`config.mk`:
```
export PLATFORM = sky130hd
export DESIGN_NAME = tank_ctrl
export DESIGN_NICKNAME = d
export VERILOG_FILES = /design/src/rtl/tank_pkg.sv /design/src/rtl/tank_key_decode.sv /design/src/rtl/tank_ctrl.sv
export SDC_FILE = /design/constraint.sdc
export NUM_CORES = 1
export LEC_CHECK = 0
export BUFFER_PORTS_ARGS = -buffer_cell sky130_fd_sc_hd__buf_4
export CORE_UTILIZATION = 40
export CTS_BUF_LIST = sky130_fd_sc_hd__clkbuf_2
export DETAILED_ROUTE_END_ITERATION = 12
export PLACE_DENSITY = 0.74
export SYNTH_ARGS = -nofsm -noshare
export SYNTH_HDL_FRONTEND = slang
export SYNTH_SLANG_ARGS = --single-unit
```
`constraint.sdc`:
```
create_clock -name frame_clk -period 3.25 [get_ports frame_clk]
set_input_delay 0 -clock frame_clk [delete_from_list [all_inputs] [get_ports frame_clk]]
set_output_delay 0 -clock frame_clk [all_outputs]
set_load 0.02 [all_outputs]
```
`src/rtl/tank_pkg.sv`:
```
// Shared types and constants for the per-player tank controller and its key decoder.
package tank_pkg;

    typedef enum logic [1:0] {DIR_UP, DIR_DOWN, DIR_LEFT, DIR_RIGHT} dir_t;

    typedef enum logic {S_IDLE, S_MOVE} motion_t;

    typedef struct packed {
        logic [7:0] up;
        logic [7:0] down;
        logic [7:0] left;
        logic [7:0] right;
        logic [7:0] fire;
    } keymap_t;

    // USB HID usage codes: W S A D space, and the arrow cluster with enter.
    localparam keymap_t KEYS_WASD   = '{up: 8'h1A, down: 8'h16, left: 8'h04, right: 8'h07, fire: 8'h2C};
    localparam keymap_t KEYS_ARROWS = '{up: 8'h52, down: 8'h51, left: 8'h50, right: 8'h4F, fire: 8'h28};

    localparam logic [9:0] PF_X_MIN = 10'd0;
    localparam logic [9:0] PF_X_MAX = 10'd608;
    localparam logic [9:0] PF_Y_MIN = 10'd0;
    localparam logic [9:0] PF_Y_MAX = 10'd448;

endpackage

```
`src/rtl/tank_key_decode.sv`:
```
// Scans every HID keycode slot and flags which mapped keys are held; empty slots never match.
module tank_key_decode
    import tank_pkg::*;
#(
    parameter int NUM_KEYS = 6
) (
    input  logic [8*NUM_KEYS-1:0] keycodes,
    input  keymap_t               keymap,
    output logic                  up,
    output logic                  down,
    output logic                  left,
    output logic                  right,
    output logic                  fire
);

    logic [7:0] slot;

    // NOTE: every output gets a default before the loop so no latch is inferred.
    always_comb begin
        up    = 1'b0;
        down  = 1'b0;
        left  = 1'b0;
        right = 1'b0;
        fire  = 1'b0;
        slot  = 8'h00;
        for (int i = 0; i < NUM_KEYS; i++) begin
            slot = keycodes[8*i +: 8];
            if (slot != 8'h00) begin
                if (slot == keymap.up)    up    = 1'b1;
                if (slot == keymap.down)  down  = 1'b1;
                if (slot == keymap.left)  left  = 1'b1;
                if (slot == keymap.right) right = 1'b1;
                if (slot == keymap.fire)  fire  = 1'b1;
            end
        end
    end

endmodule

```
`src/rtl/tank_ctrl.sv`:
```
// Per-player tank mover: resolves a direction from held keys, steps and clamps the position
// inside the playfield every frame, and rate-limits fire pulses.
module tank_ctrl
    import tank_pkg::*;
#(
    parameter logic [9:0] X_INIT   = 10'd32,
    parameter logic [9:0] Y_INIT   = 10'd416,
    parameter int         STEP     = 4,
    parameter logic [9:0] X_MIN    = PF_X_MIN,
    parameter logic [9:0] X_MAX    = PF_X_MAX,
    parameter logic [9:0] Y_MIN    = PF_Y_MIN,
    parameter logic [9:0] Y_MAX    = PF_Y_MAX,
    parameter int         NUM_KEYS = 6,
    parameter keymap_t    KEYMAP   = KEYS_WASD,
    parameter bit         STICKY   = 1'b0,
    parameter int         COOLDOWN = 30
) (
    input  logic                  frame_clk,
    input  logic                  Reset,
    input  logic [8*NUM_KEYS-1:0] keycodes,
    output logic [9:0]            TankX,
    output logic [9:0]            TankY,
    output dir_t                  Facing,
    output logic                  Moving,
    output logic                  Blocked,
    output logic                  Fire
);

    localparam logic [9:0]  STEP_V = 10'(STEP);
    // Low-side thresholds carry an extra bit so MIN+STEP cannot wrap.
    localparam logic [10:0] X_LO   = {1'b0, X_MIN} + {1'b0, STEP_V};
    localparam logic [10:0] Y_LO   = {1'b0, Y_MIN} + {1'b0, STEP_V};
    localparam logic [9:0]  X_HI   = X_MAX - STEP_V;
    localparam logic [9:0]  Y_HI   = Y_MAX - STEP_V;
    localparam int          CD_W   = (COOLDOWN > 0) ? $clog2(COOLDOWN + 1) : 1;
    localparam logic [CD_W-1:0] CD_LOAD = CD_W'(COOLDOWN);

    logic            key_up, key_down, key_left, key_right, key_fire;
    motion_t         state;
    dir_t            latched_dir;
    logic [CD_W-1:0] cooldown;
    logic            act_valid;
    dir_t            act_dir;
    logic [9:0]      next_x, next_y;
    logic            clamp;

    tank_key_decode #(.NUM_KEYS(NUM_KEYS)) u_decode (
        .keycodes (keycodes),
        .keymap   (KEYMAP),
        .up       (key_up),
        .down     (key_down),
        .left     (key_left),
        .right    (key_right),
        .fire     (key_fire)
    );

    // Fixed priority UP > DOWN > LEFT > RIGHT; a sticky tank falls back to its latched direction.
    always_comb begin
        act_valid = 1'b1;
        act_dir   = DIR_UP;
        if (key_up)                            act_dir = DIR_UP;
        else if (key_down)                     act_dir = DIR_DOWN;
        else if (key_left)                     act_dir = DIR_LEFT;
        else if (key_right)                    act_dir = DIR_RIGHT;
        else if (STICKY && state == S_MOVE)    act_dir = latched_dir;
        else                                   act_valid = 1'b0;
    end

    // Bounds are tested before stepping so the unsigned position never wraps.
    always_comb begin
        next_x = TankX;
        next_y = TankY;
        clamp  = 1'b0;
        case (act_dir)
            DIR_UP:    if ({1'b0, TankY} < Y_LO) begin next_y = Y_MIN; clamp = 1'b1; end
                       else next_y = TankY - STEP_V;
            DIR_DOWN:  if (TankY > Y_HI) begin next_y = Y_MAX; clamp = 1'b1; end
                       else next_y = TankY + STEP_V;
            DIR_LEFT:  if ({1'b0, TankX} < X_LO) begin next_x = X_MIN; clamp = 1'b1; end
                       else next_x = TankX - STEP_V;
            DIR_RIGHT: if (TankX > X_HI) begin next_x = X_MAX; clamp = 1'b1; end
                       else next_x = TankX + STEP_V;
            default:   ;
        endcase
    end

    // NOTE: sequential state uses non-blocking assignments so all registers see pre-edge values.
    always_ff @(posedge frame_clk or posedge Reset) begin
        if (Reset) begin
            state       <= S_IDLE;
            latched_dir <= DIR_UP;
            TankX       <= X_INIT;
            TankY       <= Y_INIT;
            Facing      <= DIR_UP;
            Moving      <= 1'b0;
            Blocked     <= 1'b0;
            Fire        <= 1'b0;
            cooldown    <= '0;
        end else begin
            if (act_valid) begin
                state       <= S_MOVE;
                latched_dir <= act_dir;
                Facing      <= act_dir;
                TankX       <= next_x;
                TankY       <= next_y;
                Blocked     <= clamp;
                Moving      <= ~clamp;
            end else begin
                state   <= S_IDLE;
                Moving  <= 1'b0;
                Blocked <= 1'b0;
            end

            if (key_fire && cooldown == '0) begin
                Fire     <= 1'b1;
                cooldown <= CD_LOAD;
            end else begin
                Fire <= 1'b0;
                if (cooldown != '0) cooldown <= cooldown - CD_W'(1);
            end
        end
    end

endmodule

```
## Yosys cells after proc, flatten, opt, wreduce, memory -nomap -nowiden

Index checks and enable logic that the tools add are counted.

| word-level totals | value |
|---|---|
| input port bits | 50 |
| latch bits | 0 |
| memory bits (read-only) | 0 |
| output and inout bits | 25 |
| RAM bits | 0 |
| logic and storage cells | 149 |
| memories | 0 |
| register bits | 30 |

| cells by class | value |
|---|---|
| bitwise logic cells | 1 |
| equality and inequality tests | 33 |
| divide/modulo/power cells | 0 |
| mux-type cells | 84 |
| multiply operators | 0 |
| reductions and logical operators | 15 |
| shift operators | 0 |
| magnitude comparators | 4 |
| add/subtract/negate cells | 5 |

Operator list:

| cell | number |
|---|---|
| $eq 8x3->1 const B | 12 |
| $eq 8x5->1 const B | 12 |
| $mux 1 | 71 |
| $eq 8x6->1 const B | 6 |
| $reduce_bool 8->1 | 6 |
| $mux 10 | 4 |
| $pmux 10 s2 | 2 |
| $add 10x3->10 const B | 2 |
| $lt 10x3->1 const B | 2 |
| $sub 10x3->10 const B | 2 |
| $gt 10x10->1 const B | 1 |
| $gt 10x9->1 const B | 1 |
| $mux 5 | 2 |
| $mux 2 | 4 |
| $reduce_bool 2->1 | 3 |
| $logic_not 5->1 | 1 |
| $reduce_bool 5->1 | 1 |
| $sub 5x1->5 const B | 1 |
| $eq 2x2->1 const B | 2 |
| $pmux 1 s4 | 1 |
| $reduce_and 2->1 | 2 |
| $eq 2x1->1 const B | 1 |
| $logic_not 2->1 | 1 |
| $logic_and 1x1->1 | 1 |
| $not 1->1 | 1 |

## Longest topological paths before layout

| depth | value |
|---|---|
| depth in word-level cells | 21 |
| mapped depth | 8 |
| mapped depth without buffers | 8 |

## By module

A second synthesis with hierarchy kept.

| unflattened totals | value |
|---|---|
| cell total of the unflattened synthesis | 639 |
| area, all modules | 5159.9 µm² |

By module, submodules not included:

| module | cells each | sequential area each (µm²) | area an instance (µm²) | times used |
|---|---|---|---|---|
| tank_key_decode | 441 | 0.0 | 3392.0 | 1 |
| tank_ctrl | 198 | 655.6 | 1767.9 | 1 |

## Worst setup path after synthesis

Ideal clock, no wire load.

| timing | value |
|---|---|
| path kind | flip-flop to flip-flop |
| start point | register TankX[6] |
| end point | register TankX[7] |
| required time | 3104 ps |
| clock period less this slack | 2179 ps |
| setup slack | 1071 ps |
| cell stages (with the launch flop) | 9 |
| buffers on the path | 1 |
| library setup time | 146 ps |
| arrival | 2033 ps |
| cells stage by stage | dfrtp_1 -> clkbuf_1 -> nor3_2 -> nand2_1 -> or4_1 -> nand2_1 -> nor3_1 -> a221oi_1 -> a22oi_1 |

| between the ends | value |
|---|---|
| longest elaborated chain between the ends | 3 |
| elaborated cells on any way between the ends | 7 |
| classes of those cells | add/sub (2); order compare (2); mux (3) |

Ends and longest elaborated chain:

| what | RTL line | text |
|---|---|---|
| start, declared | tank_ctrl.sv:21 | `output logic [9:0] TankX,` |
| start signal, assigned | tank_ctrl.sv:104 | `TankX <= next_x;` |
| $add 10x3->10, or another cell as far along | tank_ctrl.sv:82 | `else next_x = TankX + STEP_V;` |
| $mux 10 (on tied branches) | tank_ctrl.sv:81, tank_ctrl.sv:79 |  |
| $pmux 10 s2 (*) | tank_ctrl.sv:74 | `case (act_dir)` |

Every way passes the cells marked *; elsewhere a longest branch is shown, timed or not.
A chain may end at the register's enable or synchronous reset.

## Final worst setup path

| timing | value |
|---|---|
| start point | register TankX[2] |
| end point | register TankX[7] |

Same word-level chain as after synthesis.

==> flow_metrics.env <==
export IMPL_worst_slew_margin_rel=0.330
export IMPL_power_sequential_fraction=0.398
export IMPL_track_usage=0.199
export IMPL_grt_start_max_net_pins=27
export IMPL_register_clock_pin_slew_on_the_reported_worst_setup_and_hold_paths_ps=260
export IMPL_place_port_buffers=70
export IMPL_irDropWorstVdd_mv=0.240
export IMPL_crit_path_cell_trace="ha_1 -> nand2_1 -> nor2_1 -> o21ai_0 -> a21boi_0 -> nor4_2 -> a221oi_1 -> a22oi_1"
export IMPL_insertedDiodeCount=0
export IMPL_grt_pass1_wl_microns=9850
export IMPL_num_vias=2452
export IMPL_grt_overflow_total=0
export IMPL_power_switching_share=0.467
export IMPL_floorplan_io_pins=75
export IMPL_max_stage_delay_on_crit_path_ps=620
export IMPL_route_detailed_drc=0
export IMPL_synth_area_leaders="sky130_fd_sc_hd__dfrtp_1 24%, sky130_fd_sc_hd__nor2_1 4.8%, sky130_fd_sc_hd__dfstp_2 4.6%, sky130_fd_sc_hd__nand2_1 4.1%, sky130_fd_sc_hd__ha_1 3.8%"
export IMPL_synth_flop_cell="sky130_fd_sc_hd__dfrtp_1"
export IMPL_final_period_utilization=0.718
export IMPL_timing_critical_path_fanout_max=9
export IMPL_transition_time_of_the_tightest_slew_check_pin_ps=1000
export IMPL_critical_path_buf_inv_count=0
export IMPL_synth_cell_type_count=65
export IMPL_dp_hpwl_microns=4660
export IMPL_row_count=27
export IMPL_gpl_final_weighted_congestion=0.821
export IMPL_cts_sinks=26
export IMPL_vias_per_cell=5.87
export IMPL_p_int_uw=900
export IMPL_cts_max_level=1
export IMPL_die_y_microns=77.6
export IMPL_async_reset_ff_frac=1.00
export IMPL_yosys_cell_count_top_type="sky130_fd_sc_hd__nor2_1"
export IMPL_setup_worst_path_end_class="flip-flop"
export IMPL_tritoncts_num_buffers=3
export IMPL_critPathArrivalTime_ps=2660
export IMPL_fin_ws_ps=916
export IMPL_syn_mean_instance_area_sq_um=8.18
export IMPL_via_count_of_the_first_global_routing_pass=2190
export IMPL_worst_path_dominant_cell_family="simple AND/OR/NAND/NOR gates"
export IMPL_synth_sequential_area_ratio=0.287
export IMPL_synth_enable_flop_cells=0
export IMPL_setup_viol=0
export IMPL_post_cts_resize_count=0
export IMPL_start_util=0.415
export IMPL_finalNetCount=404
export IMPL_static_leakage_power_nw=1.26
export IMPL_synth_top_cell_by_area="sky130_fd_sc_hd__dfrtp_1"
export IMPL_route_final_wire_length_microns=5940
export IMPL_timing_critical_path_from="TankX[2]"
export IMPL_post_synth_top_area_fraction=0.241
export IMPL_outcome="completed"
export IMPL_clk_root_buffer_cell="sky130_fd_sc_hd__clkbuf_2"
export IMPL_drt_wirelength_per_cell_microns=14.2
export IMPL_initial_antenna_violation_count=0
export IMPL_cp_required_ps=3570
export IMPL_synthToLayoutAreaGrowth_pct=25.7
export IMPL_timing_critical_path_from_type="flip-flop"
export IMPL_clock_tree_buffer_depth=2
export IMPL_post_place_ws_ps=990
export IMPL_firstDrtPassIters=4
export IMPL_cts_tree="yes"
export IMPL_max_freq_mhz=428
export IMPL_min_period_ps=2330
export IMPL_synth_seq_cells=26
export IMPL_route_antenna_remaining_nets=0
export IMPL_final_max_slew_viol_count=0
export IMPL_unrepaired_setup_endpoints_after_global_routing="no"
export IMPL_worst_setup_path_type="reg -> reg"
export IMPL_drt_initial_drc_count=248
export IMPL_final_setup_tns_ps=0
export IMPL_floorplan_die_area_sq_mm=0.00601
export IMPL_cts_post_setup_buffers_inserted=0
export IMPL_pwr_density_cell_mw_per_mm2=588
export IMPL_clkLatencyLatePin_ps=370
export IMPL_clock_power_share=0.083
export IMPL_ff_to_ff_start="TankX[2]"
export IMPL_final_setup_skew_ps=2.38
export IMPL_floorplan_die_width_microns=77.6
export IMPL_postSynthCellCount=279
export IMPL_maxCapViolations=0
export IMPL_mappedNetlistArea_sq_mm=0.00228
export IMPL_p_switching_uw=789
export IMPL_synthesis_yosys_warnings=0
export IMPL_proportion_of_power_drawn_by_combinational_gates=0.519
export IMPL_layout_drive_gt1_share=0.275
export IMPL_placeableCoreArea_sq_mm=0.00551
export IMPL_synth_common_cells="29 x sky130_fd_sc_hd__nor2_1, 25 x sky130_fd_sc_hd__nand2_1, 22 x sky130_fd_sc_hd__dfrtp_1"
export IMPL_slowest_stage="sky130_fd_sc_hd__nor4_2"
export IMPL_worst_hold_startpoint="keycodes[13]"
export IMPL_hold_buffers=1
export IMPL_hold_path_class="in -> reg"
export IMPL_hold_viol=0
-- per-layer routing --
| metal | up-vias | part of all wire | GRT usage |
|---|---|---|---|
| met1 | 1158 | 0.46 | 0.273 |
| met5 | - | 0 | 0 |
| met3 | 6 | 0.057 | 0.0259 |
| met4 | 0 | 0.012 | 0.0528 |
| met2 | 96 | 0.47 | 0.327 |
| li1 | 1192 | - | - |
-- power groups by stage --
stage          Combinational (mW)  Sequential, mW  Clock (mW)
2_1_floorplan               0.516           0.709           0
3_3_place_gp                0.868           0.669           0
3_5_place_dp                0.873           0.675           0
4_1_cts                     0.878           0.667       0.137
5_1_grt                     0.974           0.698       0.149
6_report                    0.876           0.673       0.140
-- path summary, 6_finish.rpt --
path / slack (ps) / endpoint / depth (start not counted)
worst max-delay path: 920 / TankX[7] / 8
worst max register to register: 920 / TankX[7] / 8
worst min-delay path: 50 / cooldown[1] / 5
max in group asynchronous: 2290 / TankY[4] / 3
worst min register to register: 520 / cooldown[0] / 1
min in group asynchronous: 380 / TankX[7] / 3
-- stage by stage --
| step | cells | hold WS [ps] | util | total power [mW] | area (sq um) |
|---|---|---|---|---|---|
| after CTS | 418 | 65.6 | 0.521 | 1.68 | 2870 |
| after global routing | 418 | 93.7 | 0.521 | 1.82 | 2870 |
| after global placement | 413 | 303 | 0.516 | 1.54 | 2840 |
| final | 418 | 51.6 | 0.521 | 1.69 | 2870 |
| after floorplan | 282 | 37.1 | - | 1.23 | 2290 |
| after detailed placement | 413 | 309 | 0.516 | 1.55 | 2840 |
-- state kept, by name, summed over array words and instances, names as in the netlist --
signal,count
Fire,1
Moving,1
TankX,8
Blocked,1
Facing,2
cooldown,5
TankY,8
-- layout make-up --
type	count	area, sq um
inverters	14	52.6
clock buffers	4	20.0
flip-flops and latches	26	656
fillers	536	2640
repair buffers	72	543
well taps	72	90.1
multi-input cells	230	1510
-- worst register-to-register path: stages, from the launching register on --
cell	delay (ps)
sky130_fd_sc_hd__dfrtp_1	530
sky130_fd_sc_hd__ha_1	280
sky130_fd_sc_hd__nand2_1	80
sky130_fd_sc_hd__nor2_1	40
sky130_fd_sc_hd__o21ai_0	130
sky130_fd_sc_hd__a21boi_0	190
sky130_fd_sc_hd__nor4_2	620
sky130_fd_sc_hd__a221oi_1	210
sky130_fd_sc_hd__a22oi_1	210
-- logic make-up after synthesis --
family,share of synthesized area
flip-flops,0.287
XOR/XNOR,0.0115
buffers and inverters,0.0570
AO/OA/AOI/OAI,0.192
adder cells (fa/ha/maj),0.0384
other,0.00164
multiplexers,0.00931
AND/OR/NAND/NOR,0.403
-- cell usage in the layout, fill, tap and decap left out, drive strengths merged, types with 2 or more instances in the layout --
cell type | synthesis | final
and4b | 2 | 2
a31oi | 3 | 3
o31ai | 2 | 2
a41oi | 2 | 2
or3 | 6 | 6
nor3 | 9 | 9
a22oi | 6 | 6
ha | 7 | 7
nand4 | 14 | 14
inv | 14 | 14
a21oi | 13 | 13
nand2 | 26 | 26
a21o | 3 | 3
a221oi | 4 | 4
dfstp | 4 | 4
nor2 | 30 | 30
clkbuf | 7 | 4
buf | 5 | 71
conb | 1 | 4
nand4b | 8 | 8
nor4b | 8 | 8
nor4 | 11 | 11
or4 | 2 | 2
and2 | 2 | 2
nor2b | 6 | 6
xor2 | 2 | 2
o21ai | 16 | 16
nor4bb | 4 | 4
dfrtp | 22 | 22
and3 | 4 | 4
nand2b | 2 | 2
o221ai | 3 | 3
nand3 | 11 | 11
(Power assumes the default switching activity.)
